[src/rtl/audio_pwm_out.sv]
// Audio output stage: PCM samples buffered in a small FIFO, drained at a fixed
// sample rate and rendered as an 8-bit-resolution PWM stream with mute/prime/underrun control.
module audio_pwm_out #(
  parameter int CLK_DIV    = 2083,
  parameter int FIFO_DEPTH = 8
) (
  input  logic                        clk,
  input  logic                        rst,
  input  logic                        enable,
  input  logic signed [15:0]          sample_in,
  input  logic                        sample_valid,
  output logic                        sample_ready,
  input  logic                        underrun_clr,
  output logic                        audio_out,
  output logic                        audio_sd,
  output logic                        sample_tick,
  output logic                        underrun,
  output logic [$clog2(FIFO_DEPTH):0] fifo_level
);
  localparam int AW      = $clog2(FIFO_DEPTH);
  localparam int TW      = $clog2(CLK_DIV);
  localparam int TL      = CLK_DIV - 1;
  localparam int HALF    = FIFO_DEPTH / 2;
  localparam logic [TW-1:0] TICK_LAST = TL[TW-1:0];
  localparam logic [TW-1:0] TICK_ONE  = 1;
  localparam logic [AW:0]   LVL_FULL  = FIFO_DEPTH[AW:0];
  localparam logic [AW:0]   LVL_PRIME = HALF[AW:0];
  localparam logic [AW:0]   LVL_ONE   = 1;
  localparam logic [AW-1:0] PTR_ONE   = 1;

  typedef enum logic [1:0] {MUTE, PRIME, PLAY} state_t;

  state_t             state, state_next;
  logic [TW-1:0]      tick_cnt;
  logic [AW-1:0]      wr_ptr, rd_ptr;
  logic signed [15:0] mem [FIFO_DEPTH];
  logic               full, empty, push, pop, flush, underrun_set;
  logic signed [15:0] cur_p0;
  logic [7:0]         pwm_cnt, duty_p1;
  logic               unused_lsb;

  // Top byte of a signed sample re-centred to offset binary (0 -> mid-scale).
  function automatic logic [7:0] to_offset8(input logic signed [7:0] msb);
    return {~msb[7], msb[6:0]};
  endfunction

  assign sample_tick = (tick_cnt == TICK_LAST);

  always_ff @(posedge clk or negedge rst) begin
    if (!rst)             tick_cnt <= '0;
    else if (sample_tick) tick_cnt <= '0;
    else                  tick_cnt <= tick_cnt + TICK_ONE;
  end

  assign full         = (fifo_level == LVL_FULL);
  assign empty        = (fifo_level == '0);
  assign sample_ready = !full && (state != MUTE);
  assign push         = sample_valid && sample_ready;
  assign pop          = (state == PLAY) && sample_tick && !empty;
  assign flush        = !enable || (state == MUTE);

  always_ff @(posedge clk or negedge rst) begin
    if (!rst) begin
      wr_ptr     <= '0;
      rd_ptr     <= '0;
      fifo_level <= '0;
    end else if (flush) begin
      wr_ptr     <= '0;
      rd_ptr     <= '0;
      fifo_level <= '0;
    end else begin
      if (push) wr_ptr <= wr_ptr + PTR_ONE;
      if (pop)  rd_ptr <= rd_ptr + PTR_ONE;
      case ({push, pop})
        2'b10:   fifo_level <= fifo_level + LVL_ONE;
        2'b01:   fifo_level <= fifo_level - LVL_ONE;
        default: fifo_level <= fifo_level;
      endcase
    end
  end

  always_ff @(posedge clk) begin
    if (push) mem[wr_ptr] <= sample_in;
  end

  // Stage p0: current sample, popped on the sample tick
  always_ff @(posedge clk) begin
    if (flush)    cur_p0 <= '0;
    else if (pop) cur_p0 <= mem[rd_ptr];
  end

  // Low byte lies below the PWM resolution.
  assign unused_lsb = ^cur_p0[7:0];

  always_ff @(posedge clk or negedge rst) begin
    if (!rst) state <= MUTE;
    else      state <= state_next;
  end

  always_comb begin
    state_next   = state;
    underrun_set = 1'b0;
    case (state)
      MUTE:    state_next = PRIME;
      PRIME:   if (fifo_level >= LVL_PRIME) state_next = PLAY;
      PLAY: begin
        if (sample_tick && empty) begin
          underrun_set = 1'b1;
          state_next   = PRIME;
        end
      end
      default: state_next = MUTE;
    endcase
    if (!enable) state_next = MUTE;
  end

  assign audio_sd = (state != MUTE);

  always_ff @(posedge clk or negedge rst) begin
    if (!rst)              underrun <= 1'b0;
    else if (underrun_set) underrun <= 1'b1;
    else if (underrun_clr) underrun <= 1'b0;
  end

  // Stage p1: duty reloads only at the PWM wrap; output registered one clock later
  always_ff @(posedge clk or negedge rst) begin
    if (!rst) begin
      pwm_cnt   <= '0;
      duty_p1   <= 8'h80;
      audio_out <= 1'b0;
    end else begin
      pwm_cnt <= pwm_cnt + 8'd1;
      if (pwm_cnt == 8'hFF) duty_p1 <= to_offset8(cur_p0[15:8]);
      audio_out <= (pwm_cnt < duty_p1);
    end
  end

endmodule

[config.mk]
export PLATFORM = sky130hd
export DESIGN_NAME = audio_pwm_out
export DESIGN_NICKNAME = d
export VERILOG_FILES = /design/src/rtl/audio_pwm_out.sv
export SDC_FILE = /design/constraint.sdc
export NUM_CORES = 1
export LEC_CHECK = 0
export ABC_AREA = 1
export ABC_CLOCK_PERIOD_IN_PS = 2200
export CORE_ASPECT_RATIO = 1.1
export CORE_MARGIN = 2
export CORE_UTILIZATION = 58
export CTS_CLUSTER_DIAMETER = 60
export CTS_CLUSTER_SIZE = 10
export DETAILED_ROUTE_END_ITERATION = 8
export PLACE_DENSITY = 0.78
export SYNTH_ARGS = -nofsm -noshare
export SYNTH_HDL_FRONTEND = slang
export SYNTH_SLANG_ARGS = --single-unit
export TNS_END_PERCENT = 5
[constraint.sdc]
create_clock -name clk -period 2.2 [get_ports clk]
set_input_delay 0.33 -clock clk [delete_from_list [all_inputs] [get_ports clk]]
set_output_delay 0.33 -clock clk [all_outputs]
set_load 0.01 [all_outputs]
**Word level (Yosys, flattened, before mapping)**

Memories as Yosys holds them, arrays and structs flattened. A register that Yosys moved wholly into a read port is not among the register bits.
Index checks and enable logic that the tools add are counted.

- Bits in registers: 42
- Output and inout port bits: 9
- RAM bits: 128
- Bits of input ports: 21
- Memories: 1
- Word-level logic and storage cells: 62

Memory list:

| memory | words | bits a word | rd ports | clocked after Yosys merged registers in | write ports | line | source |
|---|---|---|---|---|---|---|---|
| mem | 8 | 16 | 1 | 1 | 1 | 36 | `logic signed [15:0] mem [FIFO_DEPTH];` |

- Muxes and demuxes: 17
- Bitwise gates (word level): 1
- Magnitude comparators: 2
- Equal/unequal tests: 9
- Reduce and logical (&&, ||, !) cells: 17
- Add/subtract/negate cells: 6

Operator list:

| operator | count |
|---|---|
| $add A12 B1 Y12 const B | 1 |
| $eq A12 B12 Y1 const B | 1 |
| $mux W12 | 1 |
| $mux W3 | 4 |
| $add A8 B1 Y8 const B | 1 |
| $eq A8 B8 Y1 const B | 1 |
| $lt A8 B8 Y1 | 1 |
| $pmux W4 S2 | 1 |
| $reduce_bool A2 Y1 | 4 |
| $add A3 B1 Y3 const B | 2 |
| $mux W1 | 6 |
| $mux W2 | 3 |
| $pmux W2 S3 | 1 |
| $logic_and A1 B1 Y1 | 5 |
| $add A4 B1 Y4 const B | 1 |
| $eq A2 B1 Y1 const B | 2 |
| $eq A2 B2 Y1 const B | 2 |
| $eq A4 B4 Y1 const B | 1 |
| $ge A4 B3 Y1 const B | 1 |
| $logic_not A4 Y1 | 1 |
| $mux W4 | 1 |
| $sub A4 B1 Y4 const B | 1 |
| $logic_not A1 Y1 | 3 |
| $ne A3 B2 Y1 const B | 1 |
| 6 further kinds | 6 |

**Logic depth before layout (Yosys ltp)**

Gate-level depths: netlist of run 1.

- Depth in word-level cells: 7
- Gate-level depth with buffers: 16
- Mapped depth without buffers: 16

**Worst setup path after synthesis of run 1**

Ideal clock, no wire load.

- Kind: register to register
- Start: register tick_cnt[0]
- End: register fifo_level[3]
- Stages on the path, launching flop included: 16
- Arrival time: 1.778 ns
- Data required time: 2.083 ns
- Path slack: 0.305 ns
- Setup time: 0.117 ns
- Path through: dfrtp_1 > inv_1 > ha_1 > nand2_2 > nor2_4 > nand3_2 > nor2_4 > nand2_2 > inv_2 > ha_1 > nand2_1 > inv_1 > nand3_1 > nand3_1 > nand3_1 > nand2_1

- Longest elaborated chain between the ends: 6
- Elaborated cells between the ends (all ways): 8
- Classes of those cells: eq/ne (3); mux (2); reduce/logical (3)

Ends and longest elaborated chain:

| what | line | source |
|---|---|---|
| start, declared | 34 | `logic [TW-1:0] tick_cnt;` |
| start signal, assigned | 52 | `else tick_cnt <= tick_cnt + TICK_ONE;` |
| $eq A12 B12 Y1 * | 47 | `assign sample_tick = (tick_cnt == TICK_LAST);` |
| $logic_and A1 B1 Y1 * (2 in a row) | 59 | `assign pop = (state == PLAY) && sample_tick && !empty;` |
| $eq A2 B1 Y1 / $eq A2 B2 Y1 (equally long branches) | 74 | `case ({push, pop})` |
| $pmux W4 S2 | 74 |  |
| $mux W4 | 67 | `end else if (flush) begin` |
| end signal, assigned | 75 | `2'b10: fifo_level <= fifo_level + LVL_ONE;` |
| end signal, assigned | 76 | `2'b01: fifo_level <= fifo_level - LVL_ONE;` |
| end signal, assigned | 77 | `default: fifo_level <= fifo_level;` |
| end, declared | 18 | `output logic [$clog2(FIFO_DEPTH):0] fifo_level` |

Every way passes the cells marked *; elsewhere a longest branch is shown, timed or not.
A chain may end at the register's enable or synchronous reset.

**Worst setup path after layout of run 1**

- Start: register fifo_level[2]
- End: output port sample_ready

- Longest elaborated chain between the ends: 3

Ends and longest elaborated chain:

| what | line | source |
|---|---|---|
| $eq A4 B4 Y1 | 55 | `assign full = (fifo_level == LVL_FULL);` |
| $logic_not A1 Y1 | 57 | `assign sample_ready = !full && (state != MUTE);` |
| $logic_and A1 B1 Y1 | 57 |  |
| end, declared | 12 | `output logic sample_ready,` |

No other way between the ends.

==> impl_summary.txt, run 1 <==
----------------------------------------------------
[Place]
  Dpl hpwl ... 6.26 mm
  Number of I/O port buffers ... 21
  Routability-driven placement congestion ratio ... 0.844
  Placement-stage worst setup slack ... 0.118 ns

[Pwr]
  PD cells ... 944 mW/mm^2
  Leakage ... 2.44 nW
  Maximum resistive drop on vdd ... 793 uV

[Yosys]
  Share of synthesized registers carrying an async set or reset ... 0.368
  Netlist Area Pre-Place ... 0.00500 sq mm
  Commonest register cell after synthesis ... sky130_fd_sc_hd__edfxtp_1
  Net Count, Synth ... 484
  Number of instances in the synthesized netlist ... 449
  Yosys cell types ... 35
  Number of synthesized flops with an enable pin ... 64
  Synthesized flop and latch total ... 114
  Yosys synthesis warning count ... 0
  Syn Area/Cell ... 11.1 sq um
  Sequential fraction of the synthesis area ... 0.627

[Clock network]
  Root buf cell ... sky130_fd_sc_hd__clkbuf_8
  CTS Buffer Depth ... 2
  Clock net sink count ... 114
  Insertion delay of the later-clocked pin in the worst-skew pair ... 0.52 ns
  Clock slew at the register clock pins of the worst setup and hold paths ... 0.06 ns
  Total clock buffers created by CTS ... 17
  Depth of the CTS H-tree ... 4
  CTS tree ... done

[Worst setup path]
  Delay contributed by the slowest stage of the critical path ... 0.56 ns
  Crit path capture type ... output pin
  Cell chain of the critical path ... inv_1 > a31oi_1 > clkdlybuf4s50_1
  Data required, critical path ... 1.87 ns
  Critical-path cell with the highest stage delay ... sky130_fd_sc_hd__clkdlybuf4s50_1
  Kind of start point of the critical path ... flip-flop
  Cell family with the largest share of critical-path delay ... buffers and inverters
  Type of the setup path with the least slack ... reg2out
  Arr. time, crit path ... 1.77 ns
  Critical Path Fanout Max ... 5
  Worst path buffer plus inverter count ... 2

[Floorplanning]
  Die outline height ... 101 um
  Die extent in x ... 92.5 um
  Core outline area ... 0.00836 sq mm
  Initial standard-cell utilization of the core ... 0.598
  Number of ports placed on the die boundary ... 30
  Area of the die ... 0.00938 sq mm
  Placement row count ... 35

[Global routing]
  Via count of the first global-routing pass ... 3,480
  Largest net degree at the start of global routing ... 35
  Initial antenna violation count ... 0
  Grt ovf ... 0
  Wire length of the first global-routing pass ... 16.4 mm
  Gr usage total ... 0.234

[Timing]
  Worst relative slew slack ... 0.637
  Final period utilization ... 0.955
  Worst clock skew ... 0.00989 ns
  Total setup violations reported at the end of the flow ... 0
  Final Max Slew Viols ... 0
  Slew @ Worst Pin ... 0.541 ns
  Final hold viol count ... 0
  Final setup slack of the worst path ... 0.0983 ns
  Upper clock frequency limit ... 476 MHz
  Post-layout minimum cycle time ... 2.10 ns

[Routing]
  Met1 wire length ... 4.01 mm
  Metal3 WL ... 457 um
  Length of routed met2 wiring ... 5.18 mm
  Wire length reported by the detailed router ... 9.89 mm
  Final routed wire length divided by cell count ... 15.9 um
  Antenna Nets Post-Route ... 0
  Violation count after the first detailed-route iteration ... 189
  Detailed-router iteration count before antenna repair ... 4
  DR DRC count ... 0
  Uppermost signal routing layer after detailed routing ... met4
  Average vias per placed instance ... 5.48
  Vias after detailed routing ... 3,403

[Cells and area]
  Most frequent standard cell in the layout excluding fill and tap cells ... sky130_fd_sc_hd__edfxtp_1
  Fraction of the core area covered by cells at the end of the flow ... 0.723
  Number of filler instances in the final layout ... 565
  Most frequent cells in the layout ... sky130_fd_sc_hd__edfxtp_1 (64), sky130_fd_sc_hd__nand2_1 (55), sky130_fd_sc_hd__nor2_1 (46)
  Layout Nets ... 532
  Fraction of layout instances using a drive strength above 1 ... 0.175
  Area Overhead vs Synth ... 21.0%
  Diode insertion count for antenna repair ... 0

[Status]
  Run status ... finished, final reports clean

[Worst hold path]
  Path type of the worst min-delay path ... in2async

[Run]
  Number of max-cap violations ... 0

----------------------------------------------------
cells by family after synthesis:
kind of cell / Yosys count / share of synthesized area
AO/OA/AOI/OAI: 74 / 0.0908
XOR/XNOR: 11 / 0.0193
adder cells (fa/ha/maj): 14 / 0.0350
buffers and inverters: 68 / 0.0540
flip-flops: 114 / 0.627
multiplexers: 17 / 0.0343
AND/OR/NAND/NOR: 151 / 0.140
cell usage after synthesis (3+ instances only):
| cell | number | area (sq um) |
|---|---|---|
| sky130_fd_sc_hd__a21oi_1 | 25 | 125 |
| sky130_fd_sc_hd__buf_2 | 6 | 30.0 |
| sky130_fd_sc_hd__clkbuf_1 | 6 | 22.5 |
| sky130_fd_sc_hd__dfrtp_1 | 41 | 1030 |
| sky130_fd_sc_hd__dfxtp_1 | 8 | 160 |
| sky130_fd_sc_hd__edfxtp_1 | 64 | 1920 |
| sky130_fd_sc_hd__ha_1 | 14 | 175 |
| sky130_fd_sc_hd__inv_1 | 46 | 173 |
| sky130_fd_sc_hd__inv_2 | 8 | 30.0 |
| sky130_fd_sc_hd__mux2i_1 | 16 | 160 |
| sky130_fd_sc_hd__nand2_1 | 55 | 206 |
| sky130_fd_sc_hd__nand2_2 | 4 | 25.0 |
| sky130_fd_sc_hd__nand3_1 | 22 | 110 |
| sky130_fd_sc_hd__nand3_2 | 4 | 40.0 |
| sky130_fd_sc_hd__nand4_1 | 4 | 25.0 |
| sky130_fd_sc_hd__nor2_1 | 46 | 173 |
| sky130_fd_sc_hd__nor2_2 | 6 | 37.5 |
| sky130_fd_sc_hd__nor2_4 | 5 | 56.3 |
| sky130_fd_sc_hd__nor3_1 | 4 | 20.0 |
| sky130_fd_sc_hd__o21ai_0 | 24 | 120 |
| sky130_fd_sc_hd__o21ai_2 | 3 | 26.3 |
| sky130_fd_sc_hd__o221ai_1 | 16 | 140 |
| sky130_fd_sc_hd__xnor2_1 | 3 | 26.3 |
| sky130_fd_sc_hd__xor2_1 | 8 | 70.1 |
routing by layer:
metal	GRT usage	vias up
li1	-	1650
met1	0.273	1643
met2	0.389	90
met3	0.0662	20
met4	0.142	0
met5	0	-
final timing paths:
path	from	end	slack, ns	depth (start not counted)
setup reg to reg	tick_cnt[0]	fifo_level[3]	0.18	15
setup / recovery	fifo_level[2]	sample_ready	0.1	3
max in group asynchronous	rst	duty_p1[7]	1.34	3
hold / removal	rst	tick_cnt[9]	0.25	2
min in group clk	underrun_clr	underrun	0.40	2
hold reg to reg	cur_p0[15]	duty_p1[7]	0.42	1
metrics by stage:
| step | cell area [sq um] | hold WS [ns] | power (mW) | cells | TNS, ns |
|---|---|---|---|---|---|
| after CTS | 6020 | 0.241 | 5.74 | 620 | 0 |
| after global placement | 5420 | 0.248 | 3.04 | 587 | 0 |
| after global routing | 6050 | 0.260 | 5.91 | 621 | -0.0104 |
| after detailed placement | 5420 | 0.249 | 3.06 | 587 | 0 |
| final | 6050 | 0.248 | 5.71 | 621 | 0 |
| after floorplan | 5000 | 0.0344 | 2.79 | 449 | 0 |
layout make-up:
type                    instances  area (sq um)  share of cell area
clock buffers                  17           414              0.0685
clock inverters                15           171              0.0283
inverters                      55           206              0.0341
multi-input cells             267          1620               0.268
flip-flops and latches        114          3130               0.518
well taps                     111           139              0.0230
repair buffers                 42           360              0.0596
state kept, by name, indices dropped and copies added (netlist names):
signal      cells
underrun        1
audio_out       1
duty_p1         8
mem            64
state           2
cur_p0          8
rd_ptr          3
wr_ptr          3
fifo_level      4
tick_cnt       12
pwm_cnt         8
power by group:
part / total, mW / internal [mW] / switching (mW) / leakage [nW]
clock: 2.68 / 1.64 / 1.04 / 0.286
sequential: 2.42 / 2.36 / 0.0576 / 1.19
combinational: 0.605 / 0.241 / 0.364 / 0.956
total: 5.71 / 4.25 / 1.46 / 2.44
timing repair:
action | 4_1_cts | 5_1_grt
endpoints found under the setup margin | 1 | 2
hold endpoints to repair | 13 | 0
buffers inserted | 0 | 1
hold buffers | 1 | 0
pin swaps | 0 | 2
gates resized for setup | 3 | 5
Power figures use the tool's default switching activity.
==> inputs of run 2 (changes only) <==
ABC_CLOCK_PERIOD_IN_PS = 2600   (was 2200)
clock period = 2.6 ns   (was 2.2 ns; I/O delays follow)
==> run 2 against run 1 <==
Sequential cell count unchanged. Highest routed layer unchanged. Clock skew is 0.0015 ns lower. Routed wire length shrank 3.4%. Via count is 2.9% lower.
==> impl_summary.txt, run 2 (synthesis results as in run 1) <==
----------------------------------------------------
[Cells and area]
  Diode insertion count for antenna repair ... 0 (unchanged)
  Most frequent standard cell in the layout excluding fill and tap cells ... sky130_fd_sc_hd__edfxtp_1
  Area Overhead vs Synth ... 20.0%
  FF/Latch Area ... 0.00313 sq mm (unchanged)
  Flip-flop count of the largest register, all copies and words added ... 64 (unchanged)
  Area occupied by multi-input gates ... 0.00160 sq mm (-1.7%)
  Fraction of layout instances using a drive strength above 1 ... 0.159 (-0.0155)
  Final cell count without fillers ... 614 (-1.1%)
  Fraction of the core area covered by cells at the end of the flow ... 0.717 (-0.00598)
  Register bank with the most flops ... mem
  Most frequent cells in the layout ... sky130_fd_sc_hd__edfxtp_1 (64), sky130_fd_sc_hd__nand2_1 (55), sky130_fd_sc_hd__nor2_1 (46)
  Final Cell Area ... 0.00600 sq mm (-0.83%)
  Layout Nets ... 525 (-1.3%)
  Number of filler instances in the final layout ... 542 (-4.1%)
  Registers with the most flip-flops ... mem: 64 flops, tick_cnt: 12 flops

[Routing]
  Wire length reported by the detailed router ... 9.55 mm (-3.4%)
  Average vias per placed instance ... 5.38 (-1.7%)
  Detailed-router iteration count before antenna repair ... 5 (+1)
  Final routed wire length divided by cell count ... 15.6 um (-2.3%)
  Antenna Nets Post-Route ... 0 (unchanged)
  Vias after detailed routing ... 3,306 (-2.9%)
  Violation count after the first detailed-route iteration ... 188 (-0.53%)
  DR DRC count ... 0 (unchanged)

[Place]
  Cell total after placement ... 582 (-0.85%)
  Number of I/O port buffers ... 21 (unchanged)
  Dpl hpwl ... 6.17 mm (-1.4%)
  Routability-driven placement congestion ratio ... 0.867 (+2.7%)
  Total placed instance area ... 0.00539 sq mm (-0.69%)
  Placement-stage worst setup slack ... 0.427 ns (+0.309 ns)

[Pwr]
  PD cells ... 817 mW/mm^2 (-13%)
  PnR Total Power ... 4.90 mW (-14%)
  Net switching share of the total power ... 0.249 (-0.00753)
  Leakage ... 2.43 nW (-0.23%)
  Part of the power in the clock network ... 0.481 (+0.011)
  NetSw ... 1.22 mW (-17%)
  Sequential Power Share ... 0.418 (-0.006)
  Cell Int Power ... 3.68 mW (-13%)
  Combinational cell fraction of total power ... 0.101 (-0.005)
  Maximum resistive drop on vdd ... 607 uV (-23%)

[Global routing]
  Via count of the first global-routing pass ... 3,346 (-3.9%)
  GRT met2 Usage ... 0.399 (+0.0101)
  M1 GR Usage ... 0.262 (-0.0103)
  Global-route track usage on met3 ... 0.0506 (-0.0156)
  Wire length of the first global-routing pass ... 15.9 mm (-2.9%)
  Largest net degree at the start of global routing ... 43 (+23%)
  Grt ovf ... 0 (unchanged)
  Gr usage total ... 0.226 (-0.00780)
  Gr busiest metal ... met2
  Initial antenna violation count ... 0 (unchanged)

[Floorplanning]
  Placement row count ... 35 (unchanged)
  Core outline area ... 0.00836 sq mm (unchanged)
  Number of ports placed on the die boundary ... 30 (unchanged)
  Die extent in x ... 92.5 um (unchanged)
  Die outline height ... 101 um (unchanged)
  Initial standard-cell utilization of the core ... 0.598 (unchanged)
  Area of the die ... 0.00938 sq mm (unchanged)

[Clock network]
  CTS Buffer Depth ... 2 (unchanged)
  Hold-fix buffer count after cts ... 0 (-1)
  Clock net sink count ... 114 (unchanged)
  Insertion delay of the later-clocked pin in the worst-skew pair ... 0.51 ns (about the same)
  Root buf cell ... sky130_fd_sc_hd__clkbuf_8
  Clock slew at the register clock pins of the worst setup and hold paths ... 0.06 ns (about the same)
  CTS tree ... done
  Depth of the CTS H-tree ... 4 (unchanged)
  Total clock buffers created by CTS ... 17 (unchanged)

[Worst setup path]
  Data required, critical path ... 2.21 ns (+0.34 ns)
  Last element of the critical path ... sample_tick
  First element of the critical path ... tick_cnt[0]
  Arr. time, crit path ... 1.77 ns (about the same)
  Worst reg2reg startpoint ... tick_cnt[0]
  Kind of start point of the critical path ... flip-flop
  Type of the setup path with the least slack ... reg2out
  Worst reg-to-reg path cell count ... 15 (unchanged)
  Crit path capture type ... output pin
  R2R Path End ... fifo_level[3]
  Worst R2R Setup Slack ... 0.50 ns (+0.32 ns)
  Critical Path Fanout Max ... 4 (-1)

[Timing]
  Final period utilization ... 0.830
  Upper clock frequency limit ... 463 MHz
  Final hold viol count ... 0 (unchanged)
  Worst clock skew ... 0.00844 ns (-0.00145 ns)
  Total setup violations reported at the end of the flow ... 0 (unchanged)
  Post-layout minimum cycle time ... 2.16 ns
  Hold Worst Slack ... 0.0250 ns (-0.223 ns)
  Slew @ Worst Pin ... 0.956 ns (+0.415 ns)
  Worst relative slew slack ... 0.363 (-0.274)
  Final setup slack of the worst path ... 0.442 ns (+0.343 ns)
  RSZ-0062 raised after global routing ... no
  Final Max Slew Viols ... 0 (unchanged)
  Sum of negative setup slack ... 0 ns (unchanged)

[Status]
  Run status ... finished, final reports clean

[Run]
  Number of max-cap violations ... 0 (unchanged)

[Worst hold path]
  Path type of the worst min-delay path ... in2async

----------------------------------------------------
[run 2: timing repair]
action | 4_1_cts | 5_1_grt
endpoints found under the setup margin | 1 | 1
cloned | 0 | 0
buffers inserted | 0 | 0
resized for setup | 1 | 1
[run 2: per-layer routing]
layer  up-vias  wire length [um]
li1       1635                 -
met1      1569              3920
met2        87              5060
met3        15               425
met4         0               146
met5         -                 0
[run 2: worst min-delay path by stage]
stage                         to  slack (ns)
floorplan              audio_out        0.09
global placement      duty_p1[7]        0.40
detailed placement    duty_p1[7]        0.40
CTS                 tick_cnt[10]        0.05
global route         tick_cnt[8]         0.1
finish               tick_cnt[7]        0.03
[run 2: area by class of cell]
| type | instances | area share |
|---|---|---|
| clock buffer | 17 | 0.0690 |
| clock inverter | 15 | 0.0327 |
| inverter | 55 | 0.0344 |
| multi-input combinational | 267 | 0.266 |
| sequential | 114 | 0.522 |
| tap | 111 | 0.0231 |
| timing repair buffer | 35 | 0.0521 |
[run 2: worst max-delay path, stage by stage (launching register included)]
cell and delay [ns]:
sky130_fd_sc_hd__dfrtp_1 0.40, sky130_fd_sc_hd__inv_1 0.06, sky130_fd_sc_hd__ha_1 0.17, sky130_fd_sc_hd__nand2_2 0.08
sky130_fd_sc_hd__nor2_4 0.13, sky130_fd_sc_hd__nand3_2 0.14, sky130_fd_sc_hd__inv_2 0.11, sky130_fd_sc_hd__dlymetal6s2s_1 0.16
[run 2: power by group through the flow]
stage	Clock, mW	Combinational [mW]	Sequential [mW]
after global placement	0	0.479	2.08
final	2.36	0.494	2.05
after detailed placement	0	0.494	2.08
after CTS	2.38	0.500	2.05
after floorplan	0	0.279	2.08
after global routing	2.45	0.547	2.06
==> RTL change 1: new RTL, settings of run 2 <==
Reset style: synchronous (`rst`), changed in 5 clocked blocks.
--- a/src/rtl/audio_pwm_out.sv
+++ b/src/rtl/audio_pwm_out.sv
@@ -46,7 +46,7 @@
 
   assign sample_tick = (tick_cnt == TICK_LAST);
 
-  always_ff @(posedge clk or negedge rst) begin
+  always_ff @(posedge clk) begin
     if (!rst)             tick_cnt <= '0;
     else if (sample_tick) tick_cnt <= '0;
     else                  tick_cnt <= tick_cnt + TICK_ONE;
@@ -59,7 +59,7 @@
   assign pop          = (state == PLAY) && sample_tick && !empty;
   assign flush        = !enable || (state == MUTE);
 
-  always_ff @(posedge clk or negedge rst) begin
+  always_ff @(posedge clk) begin
     if (!rst) begin
       wr_ptr     <= '0;
       rd_ptr     <= '0;
@@ -92,7 +92,7 @@
   // Low byte lies below the PWM resolution.
   assign unused_lsb = ^cur_p0[7:0];
 
-  always_ff @(posedge clk or negedge rst) begin
+  always_ff @(posedge clk) begin
     if (!rst) state <= MUTE;
     else      state <= state_next;
   end
@@ -116,14 +116,14 @@
 
   assign audio_sd = (state != MUTE);
 
-  always_ff @(posedge clk or negedge rst) begin
+  always_ff @(posedge clk) begin
     if (!rst)              underrun <= 1'b0;
     else if (underrun_set) underrun <= 1'b1;
     else if (underrun_clr) underrun <= 1'b0;
   end
 
   // Stage p1: duty reloads only at the PWM wrap; output registered one clock later
-  always_ff @(posedge clk or negedge rst) begin
+  always_ff @(posedge clk) begin
     if (!rst) begin
       pwm_cnt   <= '0;
       duty_p1   <= 8'h80;
Function: differs if rst is asserted again (counterexample within 4 cycles, from zero or initial values and one cycle with rst low); with rst held inactive, the same outputs for 10 cycles.
==> RTL change 1 against run 2 <==
Area after synthesis grew 2.0%; design area is 0.73% higher; synthesized cell count rose by 29%; worst setup slack lost 280 ps; die area rose by 1.9%; critical endpoint unchanged; maximum frequency fell by 11%; sequential cell count unchanged; largest cell class unchanged; routed wire length grew 9.2%; worst hold slack better by 430 ps.
Power is not compared: it rests on default switching activity, and its combinational part moved more than twofold at a synthesized area within 25%.
==> RTL change 1: results (changes against run 2) <==
INFO  metric final_layout_net_count = 651 (+24%)
INFO  metric result_of_the_run = finished clean
INFO  metric post_route_cells_drive_above_1_share = 11.3% (-4.6 points)
INFO  metric synth.top_cells.by_count = 147 x sky130_fd_sc_hd__nand2_1, 74 x sky130_fd_sc_hd__nor2_1, 65 x sky130_fd_sc_hd__nand3_1, 64 x sky130_fd_sc_hd__edfxtp_1, 54 x sky130_fd_sc_hd__inv_1
INFO  metric finalClockSkew = 7.55 ps (-0.892 ps)
INFO  metric post_detailed_route_wirelength_per_cell = 14.1 um (-9.3%)
INFO  metric place.gp.congestion = 0.890 (+2.7%)
INFO  metric synth-async-reset-ratio = 0% (-37 points)
INFO  metric buffers = 33 (-5.7%)
INFO  metric floorplan.die.width = 93.4 um (+0.97%)
INFO  metric synth_top_cells_by_area = sky130_fd_sc_hd__edfxtp_1 38%, sky130_fd_sc_hd__dfxtp_1 20%, sky130_fd_sc_hd__nand2_1 11%
INFO  metric num-nonclk-inverters = 64 (+16%)
INFO  metric hpwl = 6.75 mm (+9.5%)
INFO  metric fill_cells = 598 (+10%)
INFO  metric r2r-end = fifo_level[2]
INFO  metric regArea = 2920 sq um (-6.7%)
INFO  metric synth_compound_gate_area_share = 4.68% (-4.4 points)
INFO  metric grt_use_total = 24.1% (+1.4 points)
INFO  metric yosysSeqAreaShare = 57.3% (-5.4 points)
INFO  metric clock_area_share = 9.50% (-0.67 points)
INFO  metric grt.met3_usage = 5.83% (+0.77 points)
INFO  metric rr_startpoint = fifo_level[3]
INFO  metric synth_cell_types = 32 (-8.6%)
INFO  metric final.hold.worst_slack = 454 ps (+429 ps)
INFO  metric fraction_of_area_in_multi_input_gates = 30.8% (+4.2 points)
INFO  metric layout-area-overhead-vs-synth = 18.4%
INFO  metric vias_in_the_first_global_route = 3,990 (+19%)
## RTL change 1: changes by cell type after synthesis, sizes merged, moves of 4 or more
| cell | before | now |
|---|---|---|
| nand3 | 26 | 67 |
| nand4 | 4 | 10 |
| nor3 | 4 | 9 |
| dfxtp | 8 | 50 |
| nor2 | 57 | 80 |
| clkbuf | 6 | 1 |
| o21ai | 27 | 19 |
| o221ai | 16 | 0 |
| xor2 | 8 | 4 |
| mux2i | 16 | 0 |
| inv | 54 | 64 |
| dfrtp | 41 | 0 |
| nand2 | 59 | 151 |
| buf | 7 | 13 |
## RTL change 1: critical path: stages (launching register included)
cell                              delay (ps)
sky130_fd_sc_hd__dfxtp_1                 330
sky130_fd_sc_hd__inv_1                    70
sky130_fd_sc_hd__ha_2                    200
sky130_fd_sc_hd__nand4_1                 130
sky130_fd_sc_hd__nor2_2                  130
sky130_fd_sc_hd__nand2_1                  90
sky130_fd_sc_hd__inv_1                    60
sky130_fd_sc_hd__clkdlybuf4s50_1         520
==> RTL change 2: new RTL, settings of run 2 <==
Made on the original files. Change the parameter `FIFO_DEPTH` from 8 to 32.
--- a/src/rtl/audio_pwm_out.sv
+++ b/src/rtl/audio_pwm_out.sv
@@ -2,7 +2,7 @@
 // sample rate and rendered as an 8-bit-resolution PWM stream with mute/prime/underrun control.
 module audio_pwm_out #(
   parameter int CLK_DIV    = 2083,
-  parameter int FIFO_DEPTH = 8
+  parameter int FIFO_DEPTH = 32
 ) (
   input  logic                        clk,
   input  logic                        rst,
Interface: changed (resized fifo_level); port bits go from 30 to 32. No check against the original RTL was run, so the function may have changed too.
==> RTL change 2 against run 2 <==
Worst setup slack got worse by 180 ps; via count increased to 2.6 times the old value; die area increased to 2.5 times the old value; total power increased by 120%; sequential cell count increased by 198; routed wire length increased to 3.0 times the old value; design area increased by 150%; area after synthesis increased to 2.6 times the old value; critical path depth increased by 10; critical path type is now reg -> reg; critical endpoint is now fifo_level[5]; largest cell class unchanged; highest routed layer unchanged.
==> RTL change 2: results (changes against run 2) <==
INFO  metric report.power.total = 10,800 uW (+120%)
INFO  metric buffers = 82 (+130%)
INFO  metric clock_tree.buffer_depth = 3 (+1)
INFO  metric place_ws = 263 ps (-164 ps)
INFO  metric grt_first_pass_wirelength = 45.1 mm (+180%)
INFO  metric cts-buffers-inserted = 37 (+20)
INFO  metric fill_cells = 1,577 (+190%)
INFO  metric instances_no_fill = 1,487 (+140%)
INFO  metric final_layout_net_count = 1,210 (+130%)
INFO  metric vias_in_the_first_global_route = 8,279 (+150%)
INFO  metric p_clk = 4580 uW (+94%)
INFO  metric wl_met2 = 13.4 mm (+170%)
INFO  metric grt_start_max_net_pins = 106 (+150%)
INFO  metric yosys_register_bits = 312 (+170%)
INFO  metric synth.top_cells.by_count = 256 x sky130_fd_sc_hd__edfxtp_1, 181 x sky130_fd_sc_hd__nor2_1, 139 x sky130_fd_sc_hd__o21ai_0, 100 x sky130_fd_sc_hd__nand2_1, 61 x sky130_fd_sc_hd__inv_1
INFO  metric grt_use_total = 24.5% (+1.9 points)
INFO  metric timing.slew.headroom = 28.6% (-7.7 points)
INFO  metric final.hold.worst_slack = 419 ps (+394 ps)
INFO  metric signal_buffer_area_fraction = 4.72% (-0.49 points)
INFO  metric post_route_cells_drive_above_1_share = 12.3% (-3.6 points)
INFO  metric vias = 8,746 (+160%)
INFO  metric hpwl = 17.2 mm (+180%)
INFO  metric clock_area_share = 7.11% (-3.1 points)
INFO  metric ff2ff_path_depth = 17 (+2)
INFO  metric post_detailed_route_wirelength_per_cell = 19.0 um (+22%)
INFO  metric r2r-end = fifo_level[5]
INFO  metric m1WireLength = 11.7 mm (+200%)
INFO  metric synth-async-reset-ratio = 15.4% (-21 points)
INFO  metric ctsRootBufferMaster = sky130_fd_sc_hd__clkbuf_16
INFO  metric biggestRegsByFlops = mem x256, tick_cnt x12
INFO  metric detailed_router_s_first_iteration_violation_count = 899 (+380%)
INFO  metric fraction_of_area_in_multi_input_gates = 23.3% (-3.3 points)
INFO  metric synth_edf_count = 256 (+300%)
INFO  metric cp.arrival = 2740 ps (+970 ps)
INFO  metric port_buffer_cells = 23 (+9.5%)
INFO  metric share_seq_of_total_power = 51.0% (+9.2 points)
INFO  metric synth_cell_types = 39 (+11%)
INFO  metric result_of_the_run = finished clean
INFO  metric post-place-cells = 1,425 (+140%)
INFO  metric clock_buffer_count = 58 (+41)
INFO  metric detailed_routed_wire_length_on_met3 = 2.27 mm (+430%)
INFO  metric total_leakage_power = 0.00538 uW (+120%)
INFO  metric htree_levels = 2 (-2)
INFO  metric yosysSeqAreaShare = 69.3% (+6.6 points)
-- RTL change 2: cell count changes after synthesis, moves of 18 or more --
| cell | change |
|---|---|
| sky130_fd_sc_hd__edfxtp_1 | +192 |
| sky130_fd_sc_hd__clkbuf_1 | +26 |
| sky130_fd_sc_hd__o21ai_1 | +18 |
| sky130_fd_sc_hd__o21ai_0 | +115 |
| sky130_fd_sc_hd__nand2_1 | +45 |
| sky130_fd_sc_hd__nand3_1 | +22 |
| sky130_fd_sc_hd__nor2_1 | +135 |
| sky130_fd_sc_hd__o22ai_1 | +39 |
-- RTL change 2: logic make-up after synthesis --
group,count (synthesis),share of synthesized area (%)
buffers and inverters,129,3.96
DFF,312,69.3
xor gates and xnor gates,11,0.738
AOI/OAI and AO/OA,246,10.9
adders and majority gates,18,1.72
and+or+nand+nor,386,13.4
-- RTL change 2: worst max-delay path: stages (launching register included) --
cell and delay (ps):
sky130_fd_sc_hd__dfrtp_1 410, sky130_fd_sc_hd__inv_1 70, sky130_fd_sc_hd__ha_1 160, sky130_fd_sc_hd__nand2_1 90
sky130_fd_sc_hd__nor2_4 110, sky130_fd_sc_hd__nand3_1 130, sky130_fd_sc_hd__nor2_1 290, sky130_fd_sc_hd__nand2_1 80
sky130_fd_sc_hd__inv_1 90, sky130_fd_sc_hd__ha_1 270, sky130_fd_sc_hd__nand2_1 80, sky130_fd_sc_hd__inv_1 40
sky130_fd_sc_hd__o211ai_1 80, sky130_fd_sc_hd__nand2_1 60, sky130_fd_sc_hd__inv_1 70, sky130_fd_sc_hd__nand3_1 70
sky130_fd_sc_hd__nand3_1 80, sky130_fd_sc_hd__nand2_1 50
-- RTL change 2: routing by layer --
metal  track usage (%)  vias up
met3              4.10       70
met1              35.0     4204
met5                 0        -
li1                  -     4093
met4              8.35        0
met2              38.9      379
